<file path="src/rtl/vga_timing_pkg.sv">
// Default 640x480@60 raster constants and the shared coordinate type for the VGA timing generator.
package vga_timing_pkg;

    localparam int unsigned DEF_H_ACTIVE = 640;
    localparam int unsigned DEF_H_FP     = 16;
    localparam int unsigned DEF_H_SYNC   = 96;
    localparam int unsigned DEF_H_BP     = 48;
    localparam int unsigned DEF_V_ACTIVE = 480;
    localparam int unsigned DEF_V_FP     = 10;
    localparam int unsigned DEF_V_SYNC   = 2;
    localparam int unsigned DEF_V_BP     = 33;

    localparam int unsigned DEF_H_TOTAL = DEF_H_ACTIVE + DEF_H_FP + DEF_H_SYNC + DEF_H_BP;
    localparam int unsigned DEF_V_TOTAL = DEF_V_ACTIVE + DEF_V_FP + DEF_V_SYNC + DEF_V_BP;

    localparam int unsigned HCNT_W = $clog2(DEF_H_TOTAL);
    localparam int unsigned VCNT_W = $clog2(DEF_V_TOTAL);

    typedef logic [9:0] coord_t;

endpackage

</file>
<file path="src/rtl/vga_axis_counter.sv">
// One raster axis: modulo-N position counter with wrap output and active/sync region decode.
module vga_axis_counter
    import vga_timing_pkg::*;
#(
    parameter int unsigned ACTIVE = DEF_H_ACTIVE,
    parameter int unsigned FP     = DEF_H_FP,
    parameter int unsigned SYNC   = DEF_H_SYNC,
    parameter int unsigned BP     = DEF_H_BP,
    parameter int unsigned W      = $clog2(ACTIVE + FP + SYNC + BP)
) (
    input  logic         clk,
    input  logic         reset,
    input  logic         advance,
    output logic [W-1:0] cnt,
    output logic         wrap,
    output logic         active,
    output logic         sync
);

    localparam int unsigned TOTAL = ACTIVE + FP + SYNC + BP;

    localparam logic [W-1:0] LAST       = W'(TOTAL - 1);
    localparam logic [W-1:0] ACT_END    = W'(ACTIVE);
    localparam logic [W-1:0] SYNC_START = W'(ACTIVE + FP);
    localparam logic [W-1:0] SYNC_END   = W'(ACTIVE + FP + SYNC);

    always_ff @(posedge clk) begin
        if (reset) begin
            cnt <= '0;
        end else if (advance) begin
            cnt <= (cnt == LAST) ? '0 : cnt + 1'b1;
        end
    end

    assign wrap   = advance && (cnt == LAST);
    assign active = (cnt < ACT_END);
    assign sync   = (cnt >= SYNC_START) && (cnt < SYNC_END);

endmodule

</file>
<file path="src/rtl/vga_timing_gen.sv">
// VGA raster timing generator: registered blank/hsync/vsync plus line/frame strobes, advancing on pix_en.
// Define VGA_TIMING_GEN_COORD_EN to add registered pix_x/pix_y outputs.
module vga_timing_gen
    import vga_timing_pkg::*;
#(
    parameter int unsigned H_ACTIVE = DEF_H_ACTIVE,
    parameter int unsigned H_FP     = DEF_H_FP,
    parameter int unsigned H_SYNC   = DEF_H_SYNC,
    parameter int unsigned H_BP     = DEF_H_BP,
    parameter int unsigned V_ACTIVE = DEF_V_ACTIVE,
    parameter int unsigned V_FP     = DEF_V_FP,
    parameter int unsigned V_SYNC   = DEF_V_SYNC,
    parameter int unsigned V_BP     = DEF_V_BP
) (
    input  logic   clk,
    input  logic   reset,
    input  logic   pix_en,
    output logic   blank,
    output logic   hsync,
    output logic   vsync,
    output logic   line_start,
    output logic   frame_start
`ifdef VGA_TIMING_GEN_COORD_EN
    ,
    output coord_t pix_x,
    output coord_t pix_y
`endif
);

    localparam int unsigned H_TOTAL = H_ACTIVE + H_FP + H_SYNC + H_BP;
    localparam int unsigned V_TOTAL = V_ACTIVE + V_FP + V_SYNC + V_BP;
    localparam int unsigned HW      = $clog2(H_TOTAL);
    localparam int unsigned VW      = $clog2(V_TOTAL);

    logic [HW-1:0] hcnt;
    logic [VW-1:0] vcnt;
    logic          h_wrap, h_active, h_sync;
    logic          v_wrap, v_active, v_sync;
    logic          v_advance;
    logic          at_origin;
    logic          blank_next;

    vga_axis_counter #(
        .ACTIVE (H_ACTIVE),
        .FP     (H_FP),
        .SYNC   (H_SYNC),
        .BP     (H_BP),
        .W      (HW)
    ) u_h (
        .clk     (clk),
        .reset   (reset),
        .advance (pix_en),
        .cnt     (hcnt),
        .wrap    (h_wrap),
        .active  (h_active),
        .sync    (h_sync)
    );

    assign v_advance = pix_en & h_wrap;

    vga_axis_counter #(
        .ACTIVE (V_ACTIVE),
        .FP     (V_FP),
        .SYNC   (V_SYNC),
        .BP     (V_BP),
        .W      (VW)
    ) u_v (
        .clk     (clk),
        .reset   (reset),
        .advance (v_advance),
        .cnt     (vcnt),
        .wrap    (v_wrap),
        .active  (v_active),
        .sync    (v_sync)
    );

    assign blank_next = ~(h_active & v_active);

    // at_origin tracks "counters sit at (0,0)": set by reset or a frame wrap,
    // cleared by any other advance; replaces a full-width (0,0) compare.
    always_ff @(posedge clk) begin
        if (reset) begin
            at_origin <= 1'b1;
        end else if (pix_en) begin
            at_origin <= v_wrap;
        end
    end

    always_ff @(posedge clk) begin
        if (reset) begin
            blank       <= 1'b1;
            hsync       <= 1'b0;
            vsync       <= 1'b0;
            line_start  <= 1'b0;
            frame_start <= 1'b0;
        end else if (pix_en) begin
            blank       <= blank_next;
            hsync       <= h_sync;
            vsync       <= v_sync;
            line_start  <= (hcnt == '0);
            frame_start <= at_origin;
        end else begin
            line_start  <= 1'b0;
            frame_start <= 1'b0;
        end
    end

`ifdef VGA_TIMING_GEN_COORD_EN
    always_ff @(posedge clk) begin
        if (reset) begin
            pix_x <= '0;
            pix_y <= '0;
        end else if (pix_en) begin
            pix_x <= blank_next ? '0 : coord_t'(hcnt);
            pix_y <= blank_next ? '0 : coord_t'(vcnt);
        end
    end
`endif

endmodule

</file>
<file path="config.mk">
export PLATFORM = sky130hd
export DESIGN_NAME = vga_timing_gen
export DESIGN_NICKNAME = d
export VERILOG_FILES = /design/src/rtl/vga_timing_pkg.sv /design/src/rtl/vga_axis_counter.sv /design/src/rtl/vga_timing_gen.sv
export SDC_FILE = /design/constraint.sdc
export NUM_CORES = 1
export LEC_CHECK = 0
export ABC_AREA = 1
export CORE_MARGIN = 8
export CORE_UTILIZATION = 45
export CTS_CLUSTER_SIZE = 30
export DETAILED_ROUTE_END_ITERATION = 16
export GPL_TIMING_DRIVEN = 0
export PLACE_DENSITY_LB_ADDON = 0.2
export SLEW_MARGIN = 20
export SYNTH_ARGS = -nofsm -noshare
export SYNTH_HDL_FRONTEND = slang
export SYNTH_HIERARCHICAL = 1
export SYNTH_SLANG_ARGS = --single-unit
</file>
<file path="constraint.sdc">
create_clock -name clk -period 2.7 [get_ports clk]
set_clock_uncertainty 0.15 [all_clocks]
set_input_delay 0.27 -clock clk [delete_from_list [all_inputs] [get_ports clk]]
set_output_delay 0.27 -clock clk [all_outputs]
set_load 0.03 [all_outputs]
</file>
==> results.py <==
metrics = {
    "timing": {
        "max_freq_mhz": 439.3,
        "tightest_slew_ns": 0.5284,
        "fin_setup_tns_ns": 0,
        "whs_ns": 0.2887,
        "drv_slew": 0,
        "finalCritPeriodShare": 0.8432,
        "slew_headroom": 0.6466,
        "timing.final.crit_period_ns": 2.277,
        "setup_viol": 0,
        "hold_viol": 0,
        "rsz0062_at_grt": "false",
    },
    "routing": {
        "drt_iter0_drc": 44,
        "drt_first_pass_iters": 4,
        "antenna_left": 0,
        "drc": 0,
        "via_count": 1179,
        "viasPerCell": 4.852,
        "finalWirelength_um": 2595,
        "wl_per_cell_um": 10.68,
    },
    "synthesis": {
        "ys.flop_type": "dfxtp_1",
        "synth_cell_type_count": 24,
        "ys_seq_elements": 26,
        "synth_xor_area_frac": 0.05063,
        "netlist.area_leader.share": 0.3761,
        "synth_compound_area_frac": 0.05335,
        "yosysSeqAreaShare": 0.3761,
        "synthAdderAreaFrac": 0.03617,
        "synth_top_family_by_area": "simple AND/OR/NAND/NOR gates",
        "yosys.area_share.simple": 0.3788,
        "synthMuxAreaShare": 0.007233,
        "yosysMostFrequentCell": "nand2_1",
        "synthesis.area_mm2": 0.001384,
        "synthArstFlopShare": 0,
        "synth_edf_count": 0,
        "synth_fp_nets": 206,
        "yosys_warnings": 6,
        "synthTopCellsByArea": "dfxtp_1, nand2_1, inv_1",
        "yosysTopAreaCell": "dfxtp_1",
        "syn_inst": 199,
        "ys_top_cells_by_count": "nand2_1, inv_1, nor2_1",
        "avgSynthCellArea_um2": 6.954,
    },
    "die": {
        "row_count": 20,
        "core-area_mm2": 0.002978,
        "die_w_um": 71.46,
        "die_y_um": 71.46,
        "io_pins": 8,
        "dieArea_mm2": 0.005106,
        "initial_core_util": 0.4647,
    },
    "global_routing": {
        "grt_max_degree": 15,
        "grt_overflow": 0,
        "grt_pass1_vias": 1115,
        "grt_pass1_wl_um": 4491,
        "grt_antenna_before_repair": 0,
        "grt.total_usage": 0.1082,
    },
    "pwr": {
        "pwr-share-clk": 0.306,
        "p_comb_frac": 0.076,
        "swShare": 0.2327,
        "seqPwrFrac": 0.618,
        "vdd_drop_max_mv": 0.2570,
        "internal_power_mw": 0.4932,
        "p_per_area_mw_per_mm2": 419.7,
        "p_sw_mw": 0.1496,
        "p_leak_nw": 0.6630,
    },
    "cells_and_area": {
        "areaGrowthSynthToFinish_pct": 10.67,
        "final_nets": 218,
        "fin_area_mm2": 0.001531,
        "multi_input_area_um2": 728.2,
        "diodes": 0,
        "drive_above_1_share": 0.1000,
        "n_fill_cell": 302,
        "fin_cells": 243,
        "seqCellArea_um2": 520.5,
    },
    "worst_setup_path": {
        "arrival_ns": 2.35,
        "end_kind": "flip-flop",
        "slowest_delay_ns": 0.80,
        "crit_chain": "clkdlybuf4s50_1, nand2_1, inv_1, nand3_1, nor2_1, nand2_1, inv_1, nand2_1, nor2b_1, nand3_1, nand2_1, a21oi_1",
        "critical_path.max_fanout": 14,
        "path_common_cell": "nand2_1",
        "crit_required_ns": 2.77,
        "crit_type": "in2reg",
        "cp-start-kind": "primary input",
        "slowest_stage": "clkdlybuf4s50_1",
    },
    "cts": {
        "cts_resized": 0,
        "cts_buffer_depth": 2,
        "ctsHoldBuffers": 0,
        "cts_made_buffers": 3,
        "path_clk_slew_ns": 0.14,
        "htreeDepth": 1,
        "cts_tree": "yes",
        "cts.sinks": 26,
        "clock_latency_ns": 0.32,
        "cts_root_buf": "clkbuf_4",
        "cts_setup_buffers": 0,
    },
    "placement": {
        "gp_congestion": 0.8923,
        "dp.cells": 239,
        "hpwl_um": 2075,
        "dpl_cell_area_mm2": 0.001495,
        "port_buffers": 7,
    },
    "status": {
        "status": "finished clean",
    },
    "min_path": {
        "worstHoldPathType": "reg2reg",
    },
    "job": {
        "maxCapViolCount": 0,
    },
}
metal layers:
layer | global-route usage | vias up | wire [um]
met2 | 0.1969 | 13 | 1340
met3 | 0.03347 | 6 | 64
met1 | 0.1093 | 528 | 1134
met5 | 0 | - | 0
li1 | - | 632 | -
met4 | 0.05215 | 0 | 56
layout make-up:
type / instances / share of cell area
multi-input cells: 137 / 0.4755
well taps: 33 / 0.02696
flip-flops and latches: 26 / 0.3399
repair buffers: 7 / 0.04575
clock buffers: 4 / 0.02369
inverters: 36 / 0.08824
through the flow:
step / utilization / worst slack, ns / power [mW]
finish: 0.5143 / 0.4235 / 0.6428
global route: 0.5143 / 0.1759 / 0.6765
CTS: 0.5143 / 0.4086 / 0.6567
detailed placement: 0.5021 / 0.04583 / 0.4557
global placement: 0.5021 / 0.1248 / 0.4542
floorplan: - / 0.9291 / 0.4335
worst paths after layout:
| kind | startpoint | end | slack [ns] | depth (start not counted) |
|---|---|---|---|---|
| setup / recovery | pix_en | u_v/cnt[2]$_SDFFE_PP0P_ | 0.42 | 12 |
| hold / removal | at_origin$_SDFFE_PP1P_ | frame_start$_SDFF_PP0_ | 0.29 | 2 |
| setup reg to reg | u_h/cnt[0]$_SDFFE_PP0P_ | u_v/cnt[2]$_SDFFE_PP0P_ | 0.60 | 10 |
| hold reg to reg | at_origin$_SDFFE_PP1P_ | frame_start$_SDFF_PP0_ | 0.29 | 2 |
placed cells by master, fill, tap and decap left out:
cell	synthesis	routed
a211oi_1	1	1
a21oi_1	5	5
clkbuf_4	0	3
clkbuf_8	0	1
clkdlybuf4s50_1	0	7
dfxtp_1	26	26
ha_1	4	4
inv_1	35	35
inv_2	1	1
mux2i_1	1	1
nand2_1	37	37
nand2_2	5	5
nand3_1	10	10
nand3_2	3	3
nand4_1	6	6
nor2_1	35	35
nor2_2	4	4
nor2_4	3	3
nor2b_1	1	1
nor3_1	4	4
nor3b_1	1	1
o21ai_0	6	6
o21bai_2	1	1
or2_0	1	1
or2_1	1	1
xnor2_1	1	1
xor2_1	7	7
critical path, delay by kind of cell:
| kind | cells | cell delay (ns) |
|---|---|---|
| compound gates | 1 | 0.07 |
| simple gates | 8 | 0.90 |
| buf+inv | 3 | 1.09 |
registers in the layout, summed over array words and instances (netlist names):
name and flops:
u_h/cnt 10, frame_start 1, blank 1, hsync 1
vsync 1, line_start 1, at_origin 1, u_v/cnt 10
kinds of logic after synthesis:
logic type               after synthesis
AO/OA/AOI/OAI                         13
XOR/XNOR                               8
adder cells (fa/ha/maj)                4
buffers and inverters                 36
flip-flops                            26
multiplexers                           1
AND/OR/NAND/NOR                      111
power by group through the flow:
stage	Combinational (mW)	Clock [mW]	Sequential [mW]
2_1_floorplan	0.0198	0	0.414
3_3_place_gp	0.0489	0	0.405
3_5_place_dp	0.0497	0	0.406
4_1_cts	0.0498	0.209	0.398
5_1_grt	0.0545	0.224	0.398
6_report	0.0486	0.197	0.397
No activity file was read; power rests on OpenSTA's default activity.
